===== config.mk =====
export PLATFORM = sky130hd
export DESIGN_NAME = lut_interp_activation
export DESIGN_NICKNAME = d
export VERILOG_FILES = /design/src/rtl/lut_interp_pkg.sv /design/src/rtl/lut_interp_regfile.sv /design/src/rtl/lut_interp_activation.sv
export SDC_FILE = /design/constraint.sdc
export NUM_CORES = 1
export LEC_CHECK = 0
export CAP_MARGIN = 20
export CORE_MARGIN = 4
export CORE_UTILIZATION = 25
export CTS_CLUSTER_DIAMETER = 40
export DETAILED_ROUTE_END_ITERATION = 6
export PLACE_DENSITY_LB_ADDON = 0.12
export SKIP_LAST_GASP = 1
export SYNTH_ARGS = -nofsm -noshare
export SYNTH_HDL_FRONTEND = slang
export SYNTH_HIERARCHICAL = 1
export SYNTH_SLANG_ARGS = --single-unit

===== constraint.sdc =====
create_clock -name clk -period 13.2 [get_ports clk]
set_input_delay 1.32 -clock clk [delete_from_list [all_inputs] [get_ports clk]]
set_output_delay 1.32 -clock clk [all_outputs]
set_load 0.02 [all_outputs]

===== src/rtl/lut_interp_pkg.sv =====
// Shared constants and helpers for the LUT interpolating activation unit.
// Latency: n/a (package only).
// Backpressure: n/a (package only).
package lut_interp_pkg;

  // Encodings for the top-segment behaviour.
  localparam int WRAP  = 1;  // top segment interpolates toward lut[0]
  localparam int CLAMP = 0;  // top segment is flat at lut[last]

  // Power-on ramp: entry i holds i scaled to the top of the DATA_W range.
  // The caller truncates to DATA_W, so the upper half of the table reads as
  // negative values (0,16,...,112,-128,...,-16 for the default widths).
  function automatic logic [31:0] lut_reset_value(input int i, input int data_w, input int addr_w);
    return 32'(i) << (data_w - addr_w);
  endfunction

endpackage


===== src/rtl/lut_interp_regfile.sv =====
// LUT storage: one synchronous write port, combinational base/next read with wrap/clamp on the top entry.
// Latency: reads are combinational; a write becomes visible to reads after the clock edge.
// Backpressure: none; writes are always taken.
module lut_interp_regfile
  import lut_interp_pkg::*;
#(
  parameter int DATA_W    = 8,
  parameter int ADDR_W    = 4,
  parameter int WRAP_MODE = WRAP
) (
  input  logic                     clk,
  input  logic                     rst,
  input  logic                     we,
  input  logic [ADDR_W-1:0]        waddr,
  input  logic signed [DATA_W-1:0] wdata,
  input  logic [ADDR_W-1:0]        raddr,
  output logic signed [DATA_W-1:0] base,
  output logic signed [DATA_W-1:0] next
);

  localparam int                DEPTH = 2 ** ADDR_W;
  localparam logic [ADDR_W-1:0] LAST  = ADDR_W'(DEPTH - 1);

  logic signed [DATA_W-1:0] mem [DEPTH];

  // Table storage: reset restores the ramp (reset beats a coincident write).
  always_ff @(posedge clk) begin
    if (rst) begin
      for (int i = 0; i < DEPTH; i++) begin
        mem[i] <= DATA_W'(lut_reset_value(i, DATA_W, ADDR_W));
      end
    end else if (we) begin
      mem[waddr] <= wdata;
    end
  end

  // Segment endpoints; the top segment either wraps to entry 0 or stays flat.
  always_comb begin
    base = mem[raddr];
    next = mem[raddr];
    if (raddr == LAST) begin
      next = (WRAP_MODE == WRAP) ? mem[0] : mem[LAST];
    end else begin
      next = mem[raddr + ADDR_W'(1)];
    end
  end

endmodule


===== src/rtl/lut_interp_activation.sv =====
// Activation unit: signed sample -> LUT segment lookup -> linear interpolation between segment endpoints.
// Latency: 3 cycles from input accept to out_valid; one sample per cycle when unstalled.
// Backpressure: the whole pipeline freezes while out_valid is held without out_ready; in_ready drops with it.
module lut_interp_activation
  import lut_interp_pkg::*;
#(
  parameter int DATA_W    = 8,
  parameter int ADDR_W    = 4,
  parameter int FRAC_W    = 4,
  parameter int WRAP_MODE = WRAP
) (
  input  logic                       clk,
  input  logic                       rst,
  input  logic                       in_valid,
  output logic                       in_ready,
  input  logic [ADDR_W+FRAC_W-1:0]   x,
  output logic                       out_valid,
  input  logic                       out_ready,
  output logic signed [DATA_W-1:0]   y,
  input  logic                       cfg_we,
  input  logic [ADDR_W-1:0]          cfg_addr,
  input  logic signed [DATA_W-1:0]   cfg_data
);

  localparam int IN_W   = ADDR_W + FRAC_W;
  // diff needs DATA_W+1 bits; times an unsigned FRAC_W fraction, plus headroom.
  localparam int PROD_W = DATA_W + FRAC_W + 2;

  logic                     adv;
  logic [ADDR_W-1:0]        idx;
  logic [FRAC_W-1:0]        frac_in;
  logic signed [DATA_W-1:0] lut_base;
  logic signed [DATA_W-1:0] lut_next;

  // Stage 1 registers (lookup)
  logic                     v1;
  logic signed [DATA_W-1:0] base1;
  logic signed [DATA_W-1:0] next1;
  logic [FRAC_W-1:0]        frac1;
  // Stage 2 registers (multiply)
  logic                     v2;
  logic signed [DATA_W-1:0] base2;
  logic signed [PROD_W-1:0] prod2;

  logic signed [DATA_W:0]   diff;
  logic signed [PROD_W-1:0] diff_ext;
  logic signed [PROD_W-1:0] frac_ext;
  logic signed [PROD_W-1:0] prod;
  logic signed [PROD_W-1:0] sum;
  logic                     sum_fits;

  // Single advance enable: every stage moves together or not at all.
  assign adv      = !out_valid || out_ready;
  assign in_ready = adv;
  assign idx      = x[IN_W-1:FRAC_W];
  assign frac_in  = x[FRAC_W-1:0];

  lut_interp_regfile #(
    .DATA_W    (DATA_W),
    .ADDR_W    (ADDR_W),
    .WRAP_MODE (WRAP_MODE)
  ) u_regfile (
    .clk   (clk),
    .rst   (rst),
    .we    (cfg_we),
    .waddr (cfg_addr),
    .wdata (cfg_data),
    .raddr (idx),
    .base  (lut_base),
    .next  (lut_next)
  );

  // Segment slope times fraction; the fraction is zero-extended so it stays non-negative.
  always_comb begin
    diff     = $signed({next1[DATA_W-1], next1}) - $signed({base1[DATA_W-1], base1});
    diff_ext = PROD_W'(diff);
    frac_ext = PROD_W'($signed({1'b0, frac1}));
    prod     = diff_ext * frac_ext;
  end

  // Arithmetic shift floors the scaled product, keeping the result between the endpoints.
  always_comb begin
    sum      = PROD_W'(base2) + (prod2 >>> FRAC_W);
    sum_fits = (sum[PROD_W-1:DATA_W-1] == '0) || (sum[PROD_W-1:DATA_W-1] == '1);
  end

  // Three-stage pipeline; data registers load only behind a valid so y holds across bubbles.
  always_ff @(posedge clk) begin
    if (rst) begin
      v1        <= 1'b0;
      v2        <= 1'b0;
      out_valid <= 1'b0;
      base1     <= '0;
      next1     <= '0;
      frac1     <= '0;
      base2     <= '0;
      prod2     <= '0;
      y         <= '0;
    end else if (adv) begin
      v1 <= in_valid;
      if (in_valid) begin
        base1 <= lut_base;
        next1 <= lut_next;
        frac1 <= frac_in;
      end
      v2 <= v1;
      if (v1) begin
        base2 <= base1;
        prod2 <= prod;
      end
      out_valid <= v2;
      if (v2) begin
        y <= sum[DATA_W-1:0];
      end
    end
  end

  // The interpolated value is bounded by its endpoints, so truncation must never lose bits.
  always_ff @(posedge clk) begin
    if (!rst && adv && v2) begin
      assert (sum_fits);
    end
  end

endmodule


* Word-level counts from Yosys, hierarchy flattened
Memories as Yosys holds them, arrays and structs flattened. A register that Yosys moved wholly into a read port is not among the register bits.
Cells that the tools add are included.
** Operators by class
- Equal/unequal tests :: 1
- Multiply operators :: 1
- $add $sub $neg :: 3
- Muxes and demuxes :: 9
- Reduce and logical (&&, ||, !) cells :: 6
** Operators with widths (number)
- 8-bit 2-to-1 mux :: 2
- 9-bit by 5-bit multiplier with 12-bit output :: 1
- 8-bit by 8-bit subtractor with 9-bit output :: 1
- 8-bit adder :: 1
- 8-bit OR reduction :: 1
- 1-bit 2-to-1 mux :: 6
- 2-bit AND reduction :: 3
- 4-bit by 1-bit adder with 4-bit output, second input constant :: 1
- 4-bit equality test, second input constant :: 1
- 4-bit 2-to-1 mux :: 1
- 1-bit zero test :: 1
- 1-bit logical OR :: 1
** Word-level totals
- Memories :: 1
- Memory bits (writable) :: 128
- Flip-flop bits (word level) :: 43
- Word-level logic and storage cells :: 29
** Memory list
- u_regfile.mem :: words 16, width 8, rd ports 3, clocked after Yosys merged registers in 1, wr ports 16, RTL line lut_interp_regfile.sv:24 : logic signed [DATA_W-1:0] mem [DEPTH];

* Longest topological paths before layout
Gate-level depths: netlist of the first run.
- Depth after elaboration :: 5
- Depth in mapped cells :: 21

* Cells and area by module
The synthesis of the first run kept the hierarchy.
** By module, submodules not included
- lut_interp_regfile :: instances 1, seq. area each 3843.7 sq um, cells an instance 537, area each 7543.5 sq um
- lut_interp_activation :: instances 1, seq. area each 940.9 sq um, cells an instance 428, area each 3419.5 sq um

* Worst setup path before layout of the first run
Ideal clock, no wire load.
- Kind :: register to register
- Start point :: register base1[1], read port of u_regfile.mem
- End point :: register prod2[10]
- Path slack :: 8.582 ns
- Data required time :: 13.130 ns
- Path buffers :: 0
- Library setup time :: 0.070 ns
- Data arrival time :: 4.548 ns
- Stages on the path, launching flop included :: 21
- Path through :: dfxtp_1 -> inv_1 -> ha_1 -> nor2b_1 -> o21ai_0 -> a21boi_0 -> o21a_1 -> or3_1 -> and3_1 -> ha_1 -> fa_1 -> inv_1 -> fa_1 -> inv_1 -> ha_1 -> a21oi_1 -> nand2_1 -> a221oi_1 -> xnor2_1 -> nand2_1 -> a21oi_1
** Between the ends
- Word-level cells in the longest chain between the ends :: 2
** Ends and longest elaborated chain
- start: declaration :: RTL line lut_interp_activation.sv:37 : logic signed [DATA_W-1:0] base1;
- 8-bit by 8-bit subtractor with 9-bit output :: RTL line lut_interp_activation.sv:75 : diff = $signed({next1[DATA_W-1], next1}) - $signed({base1[DATA_W-1], base1});
- 9-bit by 5-bit multiplier with 12-bit output :: RTL line lut_interp_activation.sv:78 : prod = diff_ext * frac_ext;
- end signal: assignment :: RTL line lut_interp_activation.sv:109 : prod2 <= prod;
- end: declaration :: RTL line lut_interp_activation.sv:43 : logic signed [PROD_W-1:0] prod2;
Every way passes these cells.
A chain may end at the register's enable or synchronous reset.

* Worst setup path in the final report of the first run
Ends and elaborated chain as after synthesis.

==> results of run 1 <==
cells in the mapped netlist (all sizes together) (2+ instances only):
library cell,instances
edfxtp,128
and2,112
nand2,94
mux4,56
a21oi,51
dfxtp,47
inv,46
clkbuf,44
nor3b,36
ha,35
mux2i,34
nor2,31
or3,30
nor3,25
buf,22
nand3b,21
fa,17
or2,17
nand2b,13
xnor2,13
mux2,11
nor2b,10
o21ai,9
a211oi,8
a41oi,7
nand3,7
a21o,6
xor2,5
and3,4
o21a,3
o22ai,3
a211o,2
and4b,2
nand4,2
nand4b,2
o41ai,2
logic make-up (layout without fill, tap and decap cells):
group | count (synthesis) | after routing
simple gates | 411 | 411
flops | 175 | 175
buf+inv | 112 | 122
mux | 101 | 101
compound gates | 96 | 96
fa+ha+maj | 52 | 52
xor+xnor | 18 | 18
per-layer routing:
layer / share of wire / wire, um
met2: 0.49 / 15720
met1: 0.46 / 14790
met3: 0.029 / 917
met4: 0.014 / 457
met5: 0 / 0
worst max-delay path, delay by kind of cell (launching register included):
kind / cells / cell delay [ps]
AND/OR/NAND/NOR: 5 / 850
AO/OA/AOI/OAI: 6 / 1420
XOR/XNOR: 1 / 170
adder cells (fa/ha/maj): 5 / 1930
buffers and inverters: 3 / 160
flip-flops: 1 / 390
layout make-up:
type | count | area, um2
inverter | 46 | 172.7
fill | 4574 | 30800
multi-input combinational | 678 | 5693
sequential | 175 | 4785
clock buffer | 17 | 425.4
timing repair buffer | 44 | 402.9
tap | 585 | 732.0
clock inverter | 15 | 163.9
flip-flops by register name, summed over array words and instances (netlist names):
name           cells
base2              8
out_valid          1
prod2              8
y                  8
v1                 1
u_regfile/mem    128
next1              8
base1              8
v2                 1
frac1              4
placed cells by master (no fill, tap or decap), drive strengths merged, types with 3 or more instances in the layout:
cell / n
edfxtp: 128
and2: 112
nand2: 94
mux4: 56
inv: 54
a21oi: 51
dfxtp: 47
nor3b: 36
ha: 35
mux2i: 34
nor2: 31
clkdlybuf4s50: 31
or3: 30
nor3: 25
nand3b: 21
or2: 17
fa: 17
clkbuf: 17
nand2b: 13
xnor2: 13
buf: 13
mux2: 11
nor2b: 10
o21ai: 9
a211oi: 8
nand3: 7
a41oi: 7
a21o: 6
xor2: 5
clkinv: 5
and3: 4
o22ai: 3
o21a: 3
worst max-delay path by stage:
stage,slack (ps),depth (start not counted),endpoint,startpoint
after floorplan,8580,20,prod2[10]$_SDFFE_PP0P_,base1[1]$_SDFFE_PP0P_
after global placement,8220,20,prod2[10]$_SDFFE_PP0P_,base1[1]$_SDFFE_PP0P_
after detailed placement,8160,20,prod2[10]$_SDFFE_PP0P_,base1[1]$_SDFFE_PP0P_
after CTS,8150,20,prod2[10]$_SDFFE_PP0P_,base1[1]$_SDFFE_PP0P_
after global routing,7720,20,prod2[10]$_SDFFE_PP0P_,base1[1]$_SDFFE_PP0P_
final,8210,20,prod2[10]$_SDFFE_PP0P_,base1[1]$_SDFFE_PP0P_
through the flow:
stage | cells | total power, W | setup WS [ps] | utilization | hold slack (ps)
after floorplan | 965 | 0.0008594 | 8582 | - | 435.6
after global placement | 1528 | 0.0009505 | 8221 | 0.2730 | 439.9
after detailed placement | 1528 | 0.0009492 | 8161 | 0.2730 | 443.8
after CTS | 1560 | 0.001472 | 8145 | 0.2866 | 455.6
after global routing | 1560 | 0.001528 | 7724 | 0.2866 | 469.6
final | 1560 | 0.001442 | 8211 | 0.2866 | 449.4
power by group through the flow:
stage	sequential [W]	clock [W]	combinational (W)
final	0.000644	0.000512	0.000287
after CTS	0.000644	0.000534	0.000294
after global routing	0.000648	0.000557	0.000322
after detailed placement	0.000657	0	0.000292
after floorplan	0.000646	0	0.000213
after global placement	0.000657	0	0.000294
==> results by group, run 1 <==
Critical path
  – Worst-path maximum fanout: 6
  – Reg2Reg Setup Slack: 8210 ps
  – CP required: 13610 ps
  – CP endpoint kind: flip-flop
  – R2R Path End: prod2[10]$_SDFFE_PP0P_
  – WS Path Type: reg2reg
  – Slowest cell on the critical path: fa_1
  – Worst r2r src: base1[1]$_SDFFE_PP0P_
  – Critical-path cell list: inv_1 > ha_1 > nor2b_1 > o21ai_0 > a21boi_0 > o21a_1 > or3_1 > and3_1 > ha_1 > fa_1 > inv_1 > fa_1 > inv_1 > ha_1 > a21oi_1 > nand2_1 > a221oi_1 > xnor2_1 > nand2_1 > a21oi_1
  – R2R depth: 20
  – CP startpoint kind: flip-flop
  – Crit path largest cell delay: 530 ps
  – Worst Path Arrival: 5400 ps

Die
  – # IOs: 35
  – Chip width: 217.4 um
  – Core area: 0.04317 mm2
  – Die height: 217.4 um
  – Die Area: between 0.04 and 0.05 mm2
  – Starting Density: 0.2539
  – Row cnt: 76

Final layout
  – Layout area overhead: 12.87%
  – Final instance area: 0.01237 mm2
  – Final #Nets: 1039
  – Antenna Cells: 0
  – Share of cells above drive strength 1: 0.1118

Logic synthesis
  – Post-Synth Adder-Cell Area: 0.07099
  – Post-synth EDFFs: 128
  – Synth Area in XOR/XNOR: 0.01438
  – Synth Cell Area: 0.01096 mm2
  – Post-Synth Simple-Gate Area: 0.2110
  – Syn_area_per_cell: 11.36 um2
  – Yosys warnings: 6
  – Largest cells by area after synthesis: edfxtp_1 35%, dfxtp_1 8.6%, mux4_2 6.4%
  – Yosys top cell area share: 0.3506
  – Distinct cells, synth: 53
  – #FFs+latches synth: 175
  – Dominant cell type by area after synthesis: edfxtp_1
  – Mux share of post-synthesis cell area: 0.1659
  – Main synth FF type: edfxtp_1
  – Post-Synthesis Cells: 965
  – Seq/Total Area, Yosys: 0.4364
  – Async SR Flop Fraction: 0
  – Post-Syn Nets: 1042
  – Combinational family with the most area after synthesis: simple AND/OR/NAND/NOR gates
  – Complex-gate fraction of the synthesized area: 0.05558

Drt
  – Routed WL: 31880 um
  – Via count: 7200
  – DR WL/cell: 20.44 um
  – DRT antenna net count: 0
  – Vias/cell: 4.615
  – Violation count after the first detailed-routing iteration: 354
  – Drt first pass iters: 4
  – DRC viols: 0

Pwr
  – Clock power share: 0.355
  – Sw Share: 0.3084
  – Leakage: approximately 4.4 nW
  – Peak supply drop: 0.00006022 V
  – Pwr dens: 116.6 mW/mm2
  – NetSw: ~0.00044 W
  – Power Internal: 0.0009976 W
  – Combinational Power Share: 0.199
  – Sequential power share: 0.446

STA
  – Final worst path period share: 0.3780
  – RSZ-0062 raised after global routing: no
  – Final Max Slew Viols: 0
  – Final setup TNS: 0 ps
  – Tmin final: 4989 ps
  – Slew margin rel.: 0.3223
  – Setup violators final: 0
  – Worst Tran Pin Value: 1010 ps
  – Fmax achieved: approximately 200 MHz
  – Final count of hold timing violations: 0
  – Setup Skew: between 15 and 20 ps

CTS
  – Max clock buf depth: 2
  – H-tree depth: 4
  – Post-CTS Resized: 0
  – CTS root buf: clkbuf_16
  – Setup bufs post-CTS: 0
  – CTS tree: built
  – Clock sink count: around 180
  – Clock-pin slew on the worst setup and hold paths: 80 ps
  – CTS buffer count: 17
  – Number of hold buffers added after CTS: 0
  – Worst skew pair latency: 480 ps

GRT
  – Largest net degree at the start of global routing: 74
  – First-pass GRT wire length: 48850 um
  – Vias in the first global route: 7500
  – GR Util met3: 0.02912
  – Remaining Overflow, GRT: 0
  – Met2 Track Usage GR: 0.2369
  – Initial antenna violation count: 2
  – GR peak layer: met2
  – GRT Util Overall: 0.1399
  – GR met1 Demand/Resource: 0.1819

Min path
  – HP Start: y[3]$_SDFFE_PP0P_
  – Worst hold path depth: 2
  – Min-Delay Path Class: reg2reg
  – Hold path endpoint: y[3]$_SDFFE_PP0P_

Outcome
  – Status: finished, final reports clean

Placed design
  – DPL Wire Length: about 22000 um
  – DP Area: 0.01179 mm2
  – Gpl congestion: 0.7482
  – Port Buffers: 34

Flow run
  – Number of max-cap violations: 0
No activity file was read; power rests on OpenSTA's default activity.
==> run 2, diff against run 1 <==
- clock period: 13.2 -> 5 ns (I/O delays scaled with it)
==> run 2 against run 1 <==
- sequential power rose to 2.6 times the previous value
- clock power rose to 2.6 times the previous value
- combinational power rose to 2.7 times the previous value
- via count up 1.3%
- clock-buffer cell count unchanged
- worst hold slack better by 1.8 ps
- die area unchanged
- wire length up 0.23%
- critical path depth up 1
- clock skew down 0.67 ps
- largest cell class unchanged
==> results by group, run 2 (synthesis results as in run 1) <==
Critical path
  – Reg2Reg Setup Slack: 300 ps
  – Slowest cell on the critical path: fa_1
  – Buf/Inv on CP: 4
  – Worst-path maximum fanout: 6
  – CP required: 5420 ps
  – Crit path largest cell delay: between 500 and 600 ps
  – Critical-path cell list: inv_1 > ha_1 > nor2b_2 > o31a_1 > o21a_1 > nor2_1 > xnor2_2 > and2_1 > ha_1 > fa_1 > inv_1 > fa_1 > inv_1 > ha_1 > a21oi_1 > nand2_1 > a221oi_2 > buf_4 > xnor2_1 > nand2_1 > a21oi_2
  – R2R depth: 21
  – WS Path Type: reg2reg
  – Top Family by Delay on Critical Path: adder cells
  – R2R Path End: prod2[10]$_SDFFE_PP0P_
  – Worst r2r src: base1[2]$_SDFFE_PP0P_
  – CP endpoint kind: flip-flop
  – Worst Path Arrival: a little over 5000 ps
  – CP startpoint kind: flip-flop

Final layout
  – Area taken by multi-input logic gates: 0.005719 mm2
  – Commonest non-fill, non-tap cell in the layout: edfxtp_1
  – Largest register FFs: 128
  – Storage element area: 0.004785 mm2
  – Layout area overhead: 13.80%
  – Final #Nets: 1049
  – Antenna Cells: 0
  – Utilization after layout: 0.2890
  – Fill count: approximately 4500
  – Commonest non-fill, non-tap cells in the layout: 128 x edfxtp_1, 111 x and2_1, 94 x nand2_1, 50 x a21oi_1, 47 x dfxtp_1
  – Largest register by flop count: u_regfile/mem
  – Share of cells above drive strength 1: 0.1269

Min path
  – Hold path endpoint: y[4]$_SDFFE_PP0P_
  – Worst hold path depth: 2
  – HP Start: y[4]$_SDFFE_PP0P_
  – Min-Delay Path Class: reg2reg

CTS
  – Number of hold buffers added after CTS: 0
  – CTS buffer count: 17
  – Clock-pin slew on the worst setup and hold paths: ~80 ps
  – Max clock buf depth: 2
  – CTS tree: built
  – Worst skew pair latency: between 400 and 500 ps
  – Clock sink count: 175
  – CTS root buf: clkbuf_16
  – H-tree depth: 4

Drt
  – DRT antenna net count: 0
  – Routed WL: roughly 32000 um
  – Violation count after the first detailed-routing iteration: 304
  – Top Metal Used: met4
  – DRC viols: 0
  – Via count: 7295
  – Met3 wire length: 824 um
  – DR WL/cell: 20.35 um
  – Met1 Wirelength: 14970 um
  – Drt first pass iters: 5
  – DR WL met2: roughly 16000 um
  – Vias/cell: between 4 and 5

GRT
  – First-pass GRT wire length: 49540 um
  – Largest net degree at the start of global routing: 81
  – GRT Util Overall: 0.1419
  – Initial antenna violation count: 0
  – Vias in the first global route: 7667
  – Remaining Overflow, GRT: 0

Pwr
  – Sequential power share: 0.445
  – Power Internal: 0.002641 W
  – Peak supply drop: 0.0002477 V
  – Combinational Power Share: 0.205
  – Sw Share: 0.3081
  – NetSw: 0.001176 W
  – Clock power share: 0.350
  – Leakage: 4.481 nW
  – Pwr dens: ~300 mW/mm2

STA
  – Slew margin rel.: 0.3458
  – Final setup TNS: 0 ps
  – Tmin final: 4700 ps
  – Final count of hold timing violations: 0
  – Worst Tran Pin Value: 981.3 ps
  – Fmax achieved: 212.8 MHz
  – Setup violators final: 0
  – RSZ-0062 raised after global routing: no
  – Setup Skew: 16.85 ps
  – Final worst path period share: 0.9400
  – Final Max Slew Viols: 0

Die
  – Core area: 0.04317 mm2
  – # IOs: 35
  – Row cnt: 76
  – Chip width: 217.4 um
  – Starting Density: 0.2539
  – Die height: ~220 um
  – Die Area: 0.04727 mm2

Outcome
  – Status: finished, final reports clean

Placed design
  – DPL Wire Length: 22900 um
  – Gpl congestion: approximately 0.74
  – Port Buffers: 34

Flow run
  – Number of max-cap violations: 0
## run 2: timing repair
action / 4_1_cts / 5_1_grt
endpoints found under the setup margin: 0 / 3
gates resized for setup: 0 / 7
buffers inserted: 0 / 1
## run 2: layout make-up
cell class,count,area share
clock buffer,17,0.03410
clock inverter,15,0.01214
inverter,46,0.01384
multi-input combinational,678,0.4584
sequential,175,0.3835
tap,585,0.05867
timing repair buffer,54,0.03931
## run 2: stage by stage
stage               hold WS (ps)  worst slack (ps)  power [W]  cells  cell area [um2]
finish                     451.2             299.8   0.003817   1570            12480
global route               483.6             8.337   0.004052   1570            12480
CTS                        456.3             117.5   0.003889   1569            12440
detailed placement         444.5             155.4   0.002514   1537            11870
global placement           441.2             151.5   0.002514   1537            11870
floorplan                  435.6             382.1   0.002269    965            10960
## run 2: worst max-delay path by stage
stage,start,end,slack [ps],cells past startpoint
3_3_place_gp,base1[1]$_SDFFE_PP0P_,prod2[10]$_SDFFE_PP0P_,150,21
4_1_cts,base1[1]$_SDFFE_PP0P_,prod2[10]$_SDFFE_PP0P_,120,21
6_report,base1[2]$_SDFFE_PP0P_,prod2[10]$_SDFFE_PP0P_,300,21
5_1_grt,base1[1]$_SDFFE_PP0P_,prod2[10]$_SDFFE_PP0P_,8,21
2_1_floorplan,base1[1]$_SDFFE_PP0P_,prod2[10]$_SDFFE_PP0P_,380,20
3_5_place_dp,base1[1]$_SDFFE_PP0P_,prod2[10]$_SDFFE_PP0P_,160,21
## run 2: layer usage
| layer | track usage | vias to the layer above |
|---|---|---|
| li1 | - | 3526 |
| met1 | 0.1862 | 3661 |
| met2 | 0.2393 | 84 |
| met3 | 0.03037 | 24 |
| met4 | 0.03689 | 0 |
| met5 | 0 | - |
## run 2: power by group through the flow
stage               logic (W)  clock network (W)  registers (W)
floorplan            0.000564                  0        0.00171
global placement     0.000783                  0        0.00173
detailed placement   0.000782                  0        0.00173
CTS                  0.000785            0.00141        0.00170
global route         0.000880            0.00146        0.00171
finish               0.000783            0.00134        0.00170
## run 2: worst reg2reg max path, delay by kind of cell, from the launching register on
kind / cells / cell delay (ps)
xor gates and xnor gates: 2 / 200
DFF: 1 / 350
adders and majority gates: 5 / 2030
and+or+nand+nor: 5 / 680
AOI/OAI and AO/OA: 5 / 1100
buffers and inverters: 4 / 300
